<file path="config.mk">
export PLATFORM = sky130hd
export DESIGN_NAME = dmux_stream
export DESIGN_NICKNAME = d
export VERILOG_FILES = /design/src/rtl/dmux_stream.sv
export SDC_FILE = /design/constraint.sdc
export NUM_CORES = 1
export LEC_CHECK = 0
export BUFFER_PORTS_ARGS = -buffer_cell sky130_fd_sc_hd__buf_2
export CORE_ASPECT_RATIO = 0.7
export CORE_MARGIN = 2
export CORE_UTILIZATION = 55
export CTS_BUF_LIST = sky130_fd_sc_hd__clkbuf_8
export DETAILED_ROUTE_END_ITERATION = 10
export PLACE_DENSITY_LB_ADDON = 0.15
export SLEW_MARGIN = 25
export SYNTH_ARGS = -nofsm -noshare
export SYNTH_HDL_FRONTEND = slang
export SYNTH_SLANG_ARGS = --single-unit
</file>
<file path="constraint.sdc">
create_clock -name clk -period 5.5 [get_ports clk]
set_input_delay 0.275 -clock clk [delete_from_list [all_inputs] [get_ports clk]]
set_output_delay 0.275 -clock clk [all_outputs]
set_load 0.02 [all_outputs]
</file>
<file path="src/rtl/dmux_stream.sv">
// Valid/ready stream demultiplexer: routes each input beat to one of N single-entry output registers.
// Optional out-of-range error reporting is compiled in with `define DMUX_ERR_EN.
module dmux_stream #(
    parameter int WIDTH = 16,
    parameter int N     = 4,
    parameter int SELW  = 2
) (
    input  logic              clk,
    input  logic              reset,
    input  logic              in_valid,
    output logic              in_ready,
    input  logic [SELW-1:0]   in_sel,
    input  logic [WIDTH-1:0]  in_data,
    output logic [N-1:0]      out_valid,
    input  logic [N-1:0]      out_ready,
    output logic [N*WIDTH-1:0] out_data
`ifdef DMUX_ERR_EN
    ,
    output logic              err,
    output logic [7:0]        err_cnt
`endif
);

    logic [N-1:0]       r_valid;
    logic [N*WIDTH-1:0] r_data;
    logic [N-1:0]       w_hit;
    logic [N-1:0]       w_load;
    logic               w_sel_ready;
    logic               w_accept;

    // Out-of-range selects hit no channel, so w_sel_ready stays 1 and the beat is dropped.
    always_comb begin
        w_hit       = '0;
        w_sel_ready = 1'b1;
        for (int k = 0; k < N; k++) begin
            if (32'(in_sel) == k) begin
                w_hit[k]    = 1'b1;
                w_sel_ready = !r_valid[k] || out_ready[k];
            end
        end
    end

    assign in_ready  = !reset && w_sel_ready;
    assign w_accept  = in_valid && in_ready;
    assign w_load    = w_hit & {N{w_accept}};
    assign out_valid = r_valid;
    assign out_data  = r_data;

    always_ff @(posedge clk or posedge reset) begin
        if (reset) begin
            r_valid <= '0;
            r_data  <= '0;
        end else begin
            for (int k = 0; k < N; k++) begin
                if (w_load[k]) begin
                    r_valid[k]                 <= 1'b1;
                    r_data[k*WIDTH +: WIDTH]   <= in_data;
                end else if (out_ready[k]) begin
                    r_valid[k] <= 1'b0;
                end
            end
        end
    end

`ifdef DMUX_ERR_EN
    logic       r_err;
    logic [7:0] r_err_cnt;
    logic       w_drop;

    assign w_drop  = w_accept && !(|w_hit);
    assign err     = r_err;
    assign err_cnt = r_err_cnt;

    always_ff @(posedge clk or posedge reset) begin
        if (reset) begin
            r_err     <= 1'b0;
            r_err_cnt <= 8'd0;
        end else begin
            r_err <= w_drop;
            if (w_drop && r_err_cnt != 8'hFF) begin
                r_err_cnt <= r_err_cnt + 8'd1;
            end
        end
    end
`endif

endmodule

</file>
==> metrics, run 1 <==
synthesized instance count 160; I/O Pins 94; DRC 0; Sum Neg Setup Slack 0 ns; P per Cell Area 432 mW/mm²; CTS Buf Count 9; Vias/cell 5.17; number of cell rows 21; CTS tree done; antenna violations before repair 0; PortBufs 93; largest net degree at the start of global routing 38; Final HPWL DP 3620 µm; vias in the first global route 1687; post-CTS sizing 0; overflow left after global routing 0; GP Congestion 0.759; CP Capture Type register; WP data arrival 2.04 ns; fin. max-slew vios 0; CP Class reg -> reg; Syn. warnings 0; Seq cells post-synth 68; Total Die Area 0.00542 mm²; Max-Cap Viols 0; Wirelength per Cell 16.0 µm; Final Hold Fails 0; Final Cycle Share 0.332; Die W 87.1 µm; Worst R2R Setup Slack 3.67 ns; worst-path fanout max 16; critical path startpoint category register; filler instances 366; fraction of layout cells with a size suffix above 1 0.689; Synth cell types 21; post-synthesis cell area 0.00266 mm²; Root Driver clkbuf_8; hold_buf cts 0; Max-Slew Margin vs Limit 0.433; Placeable Area 0.00473 mm²; met3 usage in global routing 0.0851; outcome finished, final reports clean; total power 1.45 mW; setup violators final 0; Layout Skew 0.00730 ns; Seq/Total Area, Yosys 0.639; Post-Syn Nets 185; Avg Cell Area, Syn 16.6 µm²; worst-skew pair later-pin latency 0.34 ns; Hold Crit Class in -> async; Nets 285; GRT Overall Usage 0.212; first-pass GRT wire length 8510 µm; Pleak 1.66 nW; CTS Sinks 68; GR Layer Usage met1 0.289; Max Fclk 548 MHz; IR drop worst, VDD 0.284 mV; Starting Density 0.563; Clk pin slew, worst setup/hold paths 0.08 ns; # Post-CTS Setup Buffers 0; antenna-violating nets left 0; H-tree depth 3; total vias in the final route 1661; area grow syn2layout 26.2%; height of the die 62.2 µm; Worst Tran Pin Value 0.848 ns; DR pass1 iterations 4; busiest layer in global routing met2; minimum clock period after layout 1.83 ns; M2 GR Usage 0.318; RSZ-0062 raised after global routing false; # diodes 0; wirelength, routed 5130 µm; required time worst endpoint 5.72 ns; DRT iter0 DRCs 41; Longest Clk Path Bufs 2
[final cells by class]
class	instances	area [µm²]	area share
Clock buffer	10	138	0.0410
Clock inverter	5	52.6	0.0156
Inverter	1	3.75	0.00112
Multi-Input combinational cell	85	907	0.270
Sequential cell	68	1700	0.507
Tap cell	57	71.3	0.0212
Timing Repair Buffer	95	484	0.144
[through the flow]
step	area [µm²]	utilization	worst slack [ns]	hold slack [ns]	instances
finish	3360	0.710	3.67	0.0447	321
global route	3360	0.710	3.55	0.0884	321
CTS	3350	0.708	3.55	0.0533	320
detailed placement	3160	0.667	3.44	0.428	305
global placement	3160	0.667	3.52	0.431	305
floorplan	2660	-	3.51	0.425	160
[synthesized netlist by cell type]
master	n	area, µm²
nor3_1	1	5.00
nand2_1	3	11.3
nor4b_4	1	23.8
nand3b_1	1	7.51
mux2_2	64	721
or3b_2	1	8.76
a21boi_0	1	7.51
nand2b_1	3	18.8
and2b_2	1	8.76
nor2b_1	1	6.26
nand2b_4	1	13.8
buf_4	5	37.5
inv_1	1	3.75
dfrtp_1	68	1700
o21bai_1	1	7.51
buf_6	1	11.3
nand4b_2	2	30.0
o31ai_1	1	7.51
nor3b_1	1	7.51
nor4_1	1	6.26
nor3_4	1	16.3
[cell usage in the layout (no fill, tap or decap)]
| master | n |
|---|---|
| mux2_2 | 64 |
| nand2b_4 | 1 |
| clkbuf_8 | 10 |
| nor2b_1 | 1 |
| nand3b_1 | 1 |
| clkinvlp_4 | 1 |
| nor3b_1 | 1 |
| buf_4 | 1 |
| nand2b_1 | 3 |
| clkinv_2 | 3 |
| buf_2 | 93 |
| bufinv_16 | 1 |
| inv_2 | 1 |
| nor4b_4 | 1 |
| or3b_2 | 1 |
| and2b_2 | 1 |
| nand4b_2 | 2 |
| buf_6 | 1 |
| nor3_4 | 1 |
| o21bai_1 | 1 |
| a21boi_0 | 1 |
| dfrtp_1 | 68 |
| o31ai_1 | 1 |
| nor3_1 | 1 |
| nor4_1 | 1 |
| nand2_1 | 3 |
[state kept, by name, indices dropped and copies added, names as in the netlist]
signal	flops
out_data	64
out_valid	4
[per-layer routing]
| layer | wire [µm] | up-vias |
|---|---|---|
| li1 | - | 775 |
| met1 | 2320 | 832 |
| met2 | 2480 | 48 |
| met3 | 291 | 6 |
| met4 | 35 | 0 |
| met5 | 0 | - |
[worst max-delay path, stage by stage, from the launching register on]
cell     delay (ns)
dfrtp_1        0.39
nor2b_1        0.18
nor3_4         0.73
mux2_2         0.42
[path summary, 6_finish.rpt]
kind | end | depth (start not counted) | from
worst max-delay path | out_data[57] | 3 | out_valid[3]
worst min-delay path | out_data[43] | 2 | reset
worst max register to register | out_data[57] | 3 | out_valid[3]
worst min register to register | out_data[16] | 1 | out_data[16]
max in group asynchronous | out_data[0] | 3 | reset
min in group clk | out_data[54] | 2 | in_data[6]
[power breakdown]
part / total, mW / internal [mW] / switching, mW
registers: 0.659 / 0.608 / 0.0513
logic: 0.398 / 0.163 / 0.235
clock network: 0.395 / 0.217 / 0.178
[logic make-up (layout without fill, tap and decap cells)]
logic type	after synthesis	after routing	synth area share
flops	68	68	0.639
mux	64	64	0.271
simple gates	18	18	0.0616
buf+inv	7	111	0.0197
compound gates	3	3	0.00847
No activity file was read; power rests on OpenSTA's default activity.
==> inputs of run 2 (changes only) <==
--- a/config.mk
+++ b/config.mk
@@ -5,10 +5,11 @@
 export SDC_FILE = /design/constraint.sdc
 export NUM_CORES = 1
 export LEC_CHECK = 0
+export ABC_AREA = 1
 export BUFFER_PORTS_ARGS = -buffer_cell sky130_fd_sc_hd__buf_2
 export CORE_ASPECT_RATIO = 0.7
 export CORE_MARGIN = 2
-export CORE_UTILIZATION = 55
+export CORE_UTILIZATION = 53
 export CTS_BUF_LIST = sky130_fd_sc_hd__clkbuf_8
 export DETAILED_ROUTE_END_ITERATION = 10
 export PLACE_DENSITY_LB_ADDON = 0.15
==> constraint.sdc (replaced) <==
create_clock -name clk -period 1.85 [get_ports clk]
set_input_delay 0.0925 -clock clk [delete_from_list [all_inputs] [get_ports clk]]
set_output_delay 0.0925 -clock clk [all_outputs]
set_load 0.02 [all_outputs]
==> run 2 against run 1 <==
Sequential cell count stayed put. Critical path type unchanged. Die area grew 19%. Count of clock-buffer cells in the layout unchanged. Highest routed layer unchanged. Register-to-register slack worse by 3.5 ns. Total power rose to 2.9 times the previous value. Global-route usage is 6.6 points higher. Synthesized cell count grew 98%. Routed wire length rose by 62%.
==> metrics, run 2 <==
Final Hold Fails 0; worst setup margin 0.134 ns; Reg-to-Reg Start out_valid[2]; largest net degree at the start of global routing 69; antenna violations before repair 0; post-synth top area share 0.552; critical path startpoint category register; fin area 0.00381 mm²; filler instances 470; Hold Crit Class in -> reg; antenna-violating nets left 0; CTS Buf Count 9; total vias in the final route 2756; overflow left after global routing 0; Synth area leader dfrtp_1; minimum clock period after layout 1.72 ns; Longest Clk Path Bufs 2; asr flop ratio synth 1.00; vias in the first global route 2454; height of the die 67.8 µm; outcome finished, final reports clean; Starting Density 0.543; Worst Tran Pin Value 0.845 ns; WP data arrival 1.95 ns; area grow syn2layout 23.8%; Clk pin slew, worst setup/hold paths 0.07 ns; leading cell types by count after synthesis 115 x nand2_1, 68 x dfrtp_1, 64 x nand4_1; IR drop worst, VDD 0.666 mV; Max-Cap Viols 0; most frequent cells in the layout 115 x nand2_1, 93 x buf_2, 68 x dfrtp_1; Layout Skew 0.00894 ns; Placeable Area 0.00567 mm²; synth top area cells dfrtp_1 55%, nand2_1 14%, nand4_1 13%, nand2_4 3.3%, nand4_4 2.8%; GRT Overall Usage 0.278; most common cell after layout, fill and taps aside nand2_1; most frequent cell after synthesis nand2_1; wirelength, routed 8330 µm; CP Class reg -> reg; Vias/cell 5.57; number of cell rows 23; RSZ-0062 raised after global routing false; # diodes 0; Pleak 2.10 nW; CP Capture Type register; Seq cells post-synth 68; area of placed instances 0.00360 mm²; fraction of layout cells with a size suffix above 1 0.376; GP Congestion 0.796; Max Fclk 583 MHz; Setup Slack @ Placement 0.0765 ns; Wirelength per Cell 16.8 µm; Die W 95.1 µm; max FFs per register 64; post-CTS sizing 0; Nets 442; ys flop type dfrtp_1; EDFF count, synth 0; required time worst endpoint 2.09 ns; worst-path fanout max 17; DR pass1 iterations 6; DRC 0; min-delay src in_data[1]; CTS Sinks 68; I/O Pins 94; Max-Slew Margin vs Limit 0.437; worst-skew pair later-pin latency 0.35 ns; H-tree depth 3; Syn. warnings 0; first-pass GRT wire length 13000 µm; Final HPWL DP 5460 µm; P per Cell Area 1120 mW/mm²; Root Driver clkbuf_8; CTS tree done; PortBufs 93; DRT iter0 DRCs 218; post-synthesis cell area 0.00308 mm²; synthesized instance count 317; Total Die Area 0.00645 mm²; Avg Cell Area, Syn 9.72 µm²; Final Cycle Share 0.927; setup violators final 0; Post-Syn Nets 342; Synth cell types 19; fin. max-slew vios 0; Seq/Total Area, Yosys 0.552; crit path from out_valid[2]
[run 2: cells by family (layout without fill, tap and decap cells)]
family,after synthesis,in the layout,share of synthesized area
buf+inv,33,135,0.0658
simple gates,212,213,0.375
flops,68,68,0.552
compound gates,4,4,0.00650
[run 2: report_power, final]
group          internal [mW]  switching, mW
clock network          0.495          0.537
logic                  0.412          0.839
registers               1.78          0.189
total                   2.69           1.56
[run 2: path summary, 6_finish.rpt]
check                               end  slack, ns  cells after the start
max                        out_data[58]       0.13                      9
min                         out_data[1]       0.04                      3
max reg2reg                out_data[58]       0.13                      9
min reg2reg                out_data[13]       0.47                      2
max in group asynchronous  out_data[41]       1.25                      3
min in group asynchronous  out_data[62]       0.06                      3
[run 2: final cells by class]
cell class | count | area (µm²) | area share
Sequential cell | 68 | 1700 | 0.446
Clock buffer | 10 | 138 | 0.0361
Clock inverter | 4 | 18.8 | 0.00492
Timing Repair Buffer | 111 | 628 | 0.165
Multi-Input combinational cell | 217 | 1190 | 0.313
Tap cell | 75 | 93.8 | 0.0246
Inverter | 10 | 41.3 | 0.0108
[run 2: worst max-delay path, stage by stage, from the launching register on]
cell and delay (ns):
dfrtp_1 0.39, inv_1 0.08, nor2_1 0.04, nand2_1 0.07, buf_4 0.11, inv_2 0.05, nor2_8 0.17, nand4_4 0.43
nand2_1 0.18, nand2_1 0.07
[run 2: per-stage QoR]
step / setup TNS (ns) / cells / hold WS, ns / power [mW] / util
after floorplan: -2.57 / 317 / 0.173 / 2.77 / -
after global placement: -8.98 / 473 / 0.297 / 3.19 / 0.630
after detailed placement: 0 / 474 / 0.301 / 3.23 / 0.635
after CTS: 0 / 495 / 0.0290 / 4.27 / 0.673
after global routing: 0 / 495 / 0.0333 / 4.49 / 0.673
final: 0 / 495 / 0.0411 / 4.26 / 0.673
[run 2: metal layers]
layer	share of wire	track usage	wire length, µm
met4	0.0082	0.0634	68
met3	0.087	0.110	723
met1	0.46	0.408	3850
met2	0.44	0.385	3690
met5	0	0	0
[run 2: repair_timing]
item | in CTS | in global routing
buffers inserted | 3 | 0
endpoints found under the setup margin | 1 | 0
endpoints found under the hold margin | 3 | 0
hold buffers | 3 | 0
